[src/rtl/gan_batch_scheduler.sv]
// Sequences a batch of GAN core runs: one sample handshake, one core_start, one result per sample.
// Optional score accumulator is compiled in with `define GAN_SCORE_ACCUM_EN.
module gan_batch_scheduler #(
  parameter int DATA_WIDTH = 16,
  parameter int LEN_W      = 5,
  parameter int TMO_CYC    = 255
) (
  input  logic                         clk,
  input  logic                         rst,
  input  logic [1:0]                   cfg_mode,
  input  logic [LEN_W-1:0]             cfg_batch_len,
  input  logic                         batch_start,
  input  logic                         batch_abort,
  output logic                         batch_busy,
  output logic                         batch_done,
  output logic                         err,
  input  logic                         smp_valid,
  output logic                         smp_ready,
  output logic [1:0]                   core_mode,
  output logic                         core_start,
  input  logic                         core_busy,
  input  logic                         core_done,
  input  logic signed [DATA_WIDTH-1:0] core_score,
  output logic                         res_valid,
  input  logic                         res_ready,
  output logic signed [DATA_WIDTH-1:0] res_score,
  output logic [LEN_W-2:0]             res_idx,
  output logic signed [DATA_WIDTH+7:0] score_sum
);

  localparam int                TMO_W    = $clog2(TMO_CYC + 1);
  // RUN is entered one cycle after core_start, so the timeout fires two counts early
  localparam logic [TMO_W-1:0]  TMO_LAST = TMO_W'(TMO_CYC - 2);
  localparam logic [LEN_W-1:0]  LEN_MAX  = LEN_W'(2 ** (LEN_W - 1));

  typedef enum logic [2:0] {IDLE, WAIT_SMP, ISSUE, RUN, RESULT, FIN} state_t;

  state_t            state;
  logic [LEN_W-1:0]  len_q;
  logic [LEN_W-2:0]  cnt;
  logic [TMO_W-1:0]  tmo;
  logic              cfg_bad;
  logic              last_smp;
  logic              abort_now;

  assign cfg_bad    = (cfg_batch_len == '0) || (cfg_batch_len > LEN_MAX) || (cfg_mode == 2'b11);
  assign last_smp   = ({1'b0, cnt} == (len_q - LEN_W'(1)));
  assign abort_now  = batch_abort && (state != IDLE);
  assign batch_busy = (state != IDLE);
  assign smp_ready  = (state == WAIT_SMP) && !core_busy;
  assign res_idx    = cnt;

  always_ff @(posedge clk or posedge rst) begin
    if (rst) begin
      state      <= IDLE;
      core_mode  <= 2'b00;
      core_start <= 1'b0;
      res_valid  <= 1'b0;
      res_score  <= '0;
      len_q      <= '0;
      cnt        <= '0;
      tmo        <= '0;
      batch_done <= 1'b0;
      err        <= 1'b0;
    end else begin
      core_start <= 1'b0;
      batch_done <= 1'b0;
      err        <= 1'b0;
      if (abort_now) begin
        state     <= IDLE;
        res_valid <= 1'b0;
      end else begin
        case (state)
          IDLE: begin
            if (batch_start) begin
              if (cfg_bad) begin
                err <= 1'b1;
              end else begin
                core_mode <= cfg_mode;
                len_q     <= cfg_batch_len;
                cnt       <= '0;
                state     <= WAIT_SMP;
              end
            end
          end
          WAIT_SMP: begin
            if (smp_valid && !core_busy) begin
              core_start <= 1'b1;
              state      <= ISSUE;
            end
          end
          ISSUE: begin
            tmo   <= '0;
            state <= RUN;
          end
          RUN: begin
            if (core_done) begin
              res_score <= (core_mode == 2'b00) ? '0 : core_score;
              res_valid <= 1'b1;
              state     <= RESULT;
            end else if (tmo == TMO_LAST) begin
              err   <= 1'b1;
              state <= IDLE;
            end else begin
              tmo <= tmo + TMO_W'(1);
            end
          end
          RESULT: begin
            if (res_ready) begin
              res_valid <= 1'b0;
              if (last_smp) begin
                batch_done <= 1'b1;
                state      <= FIN;
              end else begin
                cnt   <= cnt + 1'b1;
                state <= WAIT_SMP;
              end
            end
          end
          FIN:     state <= IDLE;
          default: state <= IDLE;
        endcase
      end
    end
  end

`ifdef GAN_SCORE_ACCUM_EN
  always_ff @(posedge clk or posedge rst) begin
    if (rst) begin
      score_sum <= '0;
    end else if (!abort_now) begin
      if (state == IDLE && batch_start && !cfg_bad)
        score_sum <= '0;
      else if (state == RESULT && res_ready)
        score_sum <= score_sum + {{8{res_score[DATA_WIDTH-1]}}, res_score};
    end
  end
`else
  assign score_sum = '0;
`endif

endmodule

[config.mk]
export PLATFORM = sky130hd
export DESIGN_NAME = gan_batch_scheduler
export DESIGN_NICKNAME = d
export VERILOG_FILES = /design/src/rtl/gan_batch_scheduler.sv
export SDC_FILE = /design/constraint.sdc
export NUM_CORES = 1
export LEC_CHECK = 0
export CAP_MARGIN = 20
export CORE_MARGIN = 1.5
export CORE_UTILIZATION = 51
export CTS_BUF_LIST = sky130_fd_sc_hd__clkbuf_2 sky130_fd_sc_hd__clkbuf_4 sky130_fd_sc_hd__clkbuf_8
export DETAILED_ROUTE_END_ITERATION = 8
export PLACE_DENSITY_LB_ADDON = 0.2
export REMOVE_ABC_BUFFERS = 1
export SETUP_SLACK_MARGIN = 0.02
export SYNTH_ARGS = -nofsm -noshare
export SYNTH_HDL_FRONTEND = slang
export SYNTH_SLANG_ARGS = --single-unit
export TNS_END_PERCENT = 1
[constraint.sdc]
create_clock -name clk -period 3 [get_ports clk]
set_input_delay 0.45 -clock clk [delete_from_list [all_inputs] [get_ports clk]]
set_output_delay 0.45 -clock clk [all_outputs]
set_load 0.05 [all_outputs]
==> results of run 1 <==
## per-stage QoR
step                hold WS [ns]  utilization, %  instances  setup WS [ns]  cell area, sq um
floorplan                  0.510               -        236          0.217              2290
global placement           0.461            63.7        352          0.439              2970
detailed placement         0.470            63.7        352          0.397              2970
CTS                        0.487            66.0        360          0.415              3080
global route               0.502            66.0        360          0.284              3080
finish                     0.482            66.0        360          0.391              3080
## layer usage
| metal | GRT usage [%] | part of all wire, % | up-vias | routed length [um] |
|---|---|---|---|---|
| li1 | - | - | 923 | - |
| met1 | 27.3 | 47 | 908 | 2370 |
| met2 | 32.8 | 46 | 51 | 2350 |
| met3 | 3.19 | 5.2 | 6 | 266 |
| met4 | 8.81 | 1.7 | 0 | 87 |
| met5 | 0 | 0 | - | 0 |
## how the worst min path moves through the flow
stage / start / end / slack [ns] / depth (start not counted)
2_1_floorplan: tmo[7] / tmo[7] / 0.51 / 2
3_3_place_gp: res_score[9] / res_score[9] / 0.46 / 2
3_5_place_dp: res_score[5] / res_score[5] / 0.47 / 2
4_1_cts: res_score[14] / res_score[14] / 0.49 / 2
5_1_grt: res_score[0] / res_score[0] / 0.50 / 2
6_report: res_score[14] / res_score[14] / 0.48 / 2
## registers in the layout, summed over array words and instances (netlist names)
register,cells
res_score,16
tmo,8
len_q,5
res_idx,4
state,3
core_mode,2
batch_done,1
core_start,1
err,1
res_valid,1
## synthesized netlist by cell type, types with 3 or more instances
cell type | n | share of area [%]
dfrtp_1 | 42 | 43
nand2_1 | 38 | 5.8
buf_4 | 25 | 7.7
o21ai_0 | 20 | 4.1
nor2_1 | 13 | 2.0
xnor2_1 | 10 | 3.6
mux2_2 | 8 | 3.7
inv_1 | 7 | 1.1
nand3_1 | 6 | 1.2
clkbuf_1 | 5 | 0.77
a211oi_1 | 4 | 1.2
ha_1 | 4 | 2.0
nand2b_1 | 4 | 1.0
o31ai_1 | 4 | 1.2
a21o_1 | 3 | 0.92
and3_1 | 3 | 0.77
nor3_1 | 3 | 0.61
nor4_1 | 3 | 0.77
nor4b_1 | 3 | 1.1
xor2_1 | 3 | 1.1
## power by group through the flow
stage	Clock [mW]	Combinational, mW	Sequential [mW]
after CTS	0.456	1.48	0.955
final	0.446	1.47	0.956
after floorplan	0	0.613	1.37
after detailed placement	0	1.47	0.966
after global routing	0.470	1.58	0.989
after global placement	0	1.45	0.959
## critical path, delay by kind of cell (launching register included)
kind	cells	cell delay, ns
buf+inv	2	0.90
flops	1	0.54
simple gates	1	0.42
## area by class of cell
class / instances / area (sq um) / area share [%]
inverter: 7 / 26.3 / 0.854
timing repair buffer: 62 / 611 / 19.8
sequential: 42 / 1050 / 34.1
clock buffer: 5 / 68.8 / 2.24
tap: 54 / 67.6 / 2.20
clock inverter: 3 / 40.0 / 1.30
multi-input combinational: 187 / 1210 / 39.4
## cell families after synthesis
| kind of cell | Yosys count |
|---|---|
| flops | 42 |
| mux | 11 |
| simple gates | 90 |
| buf+inv | 42 |
| xor+xnor | 13 |
| other cells | 1 |
| compound gates | 44 |
| fa+ha+maj | 5 |
==> metrics.yaml, run 1 <==
sta:
  slew_violations: 0
  worst-slew-pin-transition_ns: 0.537
  setup_viol: 0
  fmax_mhz: 383
  fin_crit_sh_pct: 87.0
  rsz0062_at_grt: "no"
  min_period_ns: 2.61
  relSlewSlack_pct: 64.2
  finalHoldViolCount: 0
  fin_setup_tns_ns: 0
  finClkSkew_ns: 0.00830
floorplanning:
  rows: 25
  die_x_um: 72.3
  core-area_sq_um: 4660
  die_area_sq_um: 5220
  dieHeight_um: 72.3
  io_pins: 83
  start_util_pct: 52.5
final_layout:
  n_antenna_cell: 0
  final_layout_size_suffix_gt1_share_pct: 11.4
  synthToLayoutAreaGrowth_pct: 25.8
  mostFrequentLayoutCells: "58 x clkdlybuf4s50_1, 42 x dfrtp_1, 38 x nand2_1"
  fillers: 408
  nets: 340
  final_common_cell: "clkdlybuf4s50_1"
setup_path:
  reg2reg_depth: 7
  arrival_ns: 2.16
  critPathRequiredTime_ns: 2.55
  r2r_setup_slack_ns: 0.84
  timing.rr.end: "res_idx[0]"
  crit_start: "state[2]"
  crit_chain: "nor3_1 -> inv_1 -> clkdlybuf4s50_1"
  r2r-start: "len_q[0]"
  crit_type: "reg -> out"
  crit_path_end: "batch_busy"
  critPathMaxFanout: 13
  critPathCaptureType: "output pin"
  critPathLaunchType: "register"
  max_stage_delay_ns: 0.73
  critPathSlowestCell: "clkdlybuf4s50_1"
global_route:
  antenna_found_initial: 0
  grt_pass1_wl_mm: 8.15
  grt_pass1_vias: 1760
  overflow: 0
  track_usage_pct: 20.3
  grt_max_degree: 43
route:
  wl_per_cell_um: 14.1
  drt_iter0_drc: 135
  dr.pass1.iters: 4
  antenna_left: 0
  via_per_inst: 5.24
  route.detailed.drc: 0
  vias: 1888
  drt-total-wl_mm: 5.07
cts:
  cts_tree: "done"
  clk_latency_ns: 0.30
  numCtsBuffers: 5
  cts_hold_buf: 0
  clk_pin_slew_ns: 0.08
  post_cts_buffers: 0
  clkSinkCount: 42
  clk_path_buf_depth: 2
  ctsResizeCount: 0
  cts-htree-levels: 2
  clockRootBuffer: "clkbuf_8"
synth:
  ys_seq_area_share_pct: 42.9
  synth_edf_count: 0
  synth_area_per_cell_sq_um: 9.87
  async_flop_share_pct: 100
  synth_top_flop_cell: "dfrtp_1"
  synth_xor_area_share_pct: 4.65
  syn_inst: 248
  synthMuxAreaShare_pct: 5.32
  syn_area_sq_um: 2450
  synth-compound-area-share_pct: 13.9
  synth_fa_ha_area_share_pct: 2.45
  synth-simple-area-share_pct: 19.6
  ys_ff_latch: 42
  synth_top_family_by_area: "simple AND/OR/NAND/NOR gates"
  ys_types: 55
  yosys_warnings: 0
pwr:
  sw_frac_of_total_pct: 46.0
  clkPwrFrac_pct: 15.5
  seqPwrFrac_pct: 33.2
  switching_power_mw: 1.32
  intPower_mw: 1.55
  power.share.combinational_pct: 51.2
  power.density_nw_per_um2: 934
  peakVddDrop_uv: 363
  leakage_nw: 1.40
  finalPower_mw: 2.87
status:
  outcome: "finished, final reports clean"
placed_design:
  gp_congestion: 0.880
  dpl.hpwl_mm: 3.54
  portBuffers: 58
flow_run:
  cap_violations: 0
hold_path:
  hold_class: "reg -> reg"
(Power assumes the default switching activity.)
==> inputs of run 2 (changes only) <==
--- a/config.mk
+++ b/config.mk
@@ -10,6 +10,7 @@
 export CORE_UTILIZATION = 51
 export CTS_BUF_LIST = sky130_fd_sc_hd__clkbuf_2 sky130_fd_sc_hd__clkbuf_4 sky130_fd_sc_hd__clkbuf_8
 export DETAILED_ROUTE_END_ITERATION = 8
+export MAX_ROUTING_LAYER = met4
 export PLACE_DENSITY_LB_ADDON = 0.2
 export REMOVE_ABC_BUFFERS = 1
 export SETUP_SLACK_MARGIN = 0.02
==> run 2 against run 1 <==
Total power about the same; highest routed layer unchanged; core utilization unchanged; via count down 0.64%.
==> metrics.yaml, run 2 (synthesis results as in run 1) <==
status:
  outcome: "finished, final reports clean"
sta:
  fin_crit_sh_pct: 86.9
  fin_setup_tns_ns: 0
  relSlewSlack_pct: 64.3
  hold_ws_ns: 0.481
  fmax_mhz: 384
  min_period_ns: 2.61
  slew_violations: 0
  setup_viol: 0
  finClkSkew_ns: 0.00871
  rsz0062_at_grt: "no"
  worst-slew-pin-transition_ns: 0.534
  layout_setup_ws_ns: 0.393
  finalHoldViolCount: 0
global_route:
  grt_busiest_layer: "met2"
  grt_pass1_vias: 1758
  met2_usage_pct: 32.8
  use_met1_pct: 27.3
  antenna_found_initial: 0
  grt_use_met3_pct: 4.44
  grt_pass1_wl_mm: 8.17
  overflow: 0
  track_usage_pct: 21.0
  grt_max_degree: 43
floorplanning:
  die_x_um: 72.3
  die_area_sq_um: 5220
  rows: 25
  core-area_sq_um: 4660
  dieHeight_um: 72.3
  start_util_pct: 52.5
  io_pins: 83
placed_design:
  gp_congestion: 0.895
  placed_area_sq_um: 2970
  portBuffers: 58
  dpl.hpwl_mm: 3.54
  dp_slack_ns: 0.397
  placed_cells: 352
final_layout:
  postLayoutCoreUtil_pct: 66.0
  mostFrequentLayoutCells: "58 x clkdlybuf4s50_1, 42 x dfrtp_1, 38 x nand2_1"
  synthToLayoutAreaGrowth_pct: 25.8
  top_register: "res_score"
  final_layout_size_suffix_gt1_share_pct: 11.4
  largestRegisters: "res_score (16), tmo (8), len_q (5)"
  largest_reg_flops: 16
  nets: 340
  final_common_cell: "clkdlybuf4s50_1"
  post-route-cell-area_sq_um: 3080
  stdcell_count: 360
  n_antenna_cell: 0
route:
  antenna_left: 0
  vias: 1876
  dr.pass1.iters: 4
  route.detailed.drc: 0
  drt_iter0_drc: 136
  via_per_inst: 5.21
  drt-total-wl_mm: 5.03
  wl_per_cell_um: 14.0
cts:
  cts-htree-levels: 2
  cts_hold_buf: 0
  clkSinkCount: 42
  post_cts_buffers: 0
  numCtsBuffers: 5
  clk_pin_slew_ns: 0.08
  clk_path_buf_depth: 2
  clk_latency_ns: 0.29
  ctsResizeCount: 0
  clockRootBuffer: "clkbuf_8"
  cts_tree: "done"
pwr:
  switching_power_mw: 1.32
  clkPwrFrac_pct: 15.4
  power.share.combinational_pct: 51.3
  leakage_nw: 1.40
  finalPower_mw: 2.87
  intPower_mw: 1.55
  power.density_nw_per_um2: 934
  peakVddDrop_uv: 364
  sw_frac_of_total_pct: 46.0
  seqPwrFrac_pct: 33.3
flow_run:
  cap_violations: 0
hold_path:
  hold_class: "reg -> reg"
setup_path:
  critPathMaxFanout: 13
  critPathRequiredTime_ns: 2.55
  arrival_ns: 2.16
  critPathLaunchType: "register"
  crit_type: "reg -> out"
  critPathCaptureType: "output pin"
run 2: cell counts in the layout (fill, tap and decap cells not counted):
Identical to the previous run, type by type.
run 2: final timing paths:
path	cells after the start	slack, ns	endpoint	from
max in group asynchronous	3	2.03	res_idx[1]	rst
hold / removal	2	0.48	res_score[14]	res_score[14]
setup / recovery	3	0.39	batch_busy	state[2]
hold reg to reg	2	0.48	res_score[14]	res_score[14]
min in group asynchronous	3	0.60	tmo[1]	rst
setup reg to reg	7	0.84	res_idx[0]	len_q[0]
run 2: critical path: stages, from the launching register on:
cell and delay, ns:
dfrtp_1 0.54, nor3_1 0.42, inv_1 0.17, clkdlybuf4s50_1 0.73
run 2: final cells by class:
cell class | count | area, sq um
Clock buffer | 5 | 68.8
Clock inverter | 3 | 40.0
Fill cell | 408 | 1580
Inverter | 7 | 26.3
Multi-Input combinational cell | 187 | 1210
Sequential cell | 42 | 1050
Tap cell | 54 | 67.6
Timing Repair Buffer | 62 | 611
run 2: power groups by stage:
stage	sequential, mW	combinational [mW]	clock (mW)
after global placement	0.959	1.45	0
after floorplan	1.37	0.613	0
after detailed placement	0.966	1.47	0
after global routing	0.989	1.58	0.473
final	0.956	1.47	0.444
after CTS	0.955	1.48	0.456
run 2: metal layers:
| layer | up-vias | wire length (um) |
|---|---|---|
| li1 | 923 | - |
| met1 | 896 | 2360 |
| met2 | 53 | 2380 |
| met3 | 4 | 242 |
| met4 | 0 | 50 |
| met5 | - | 0 |
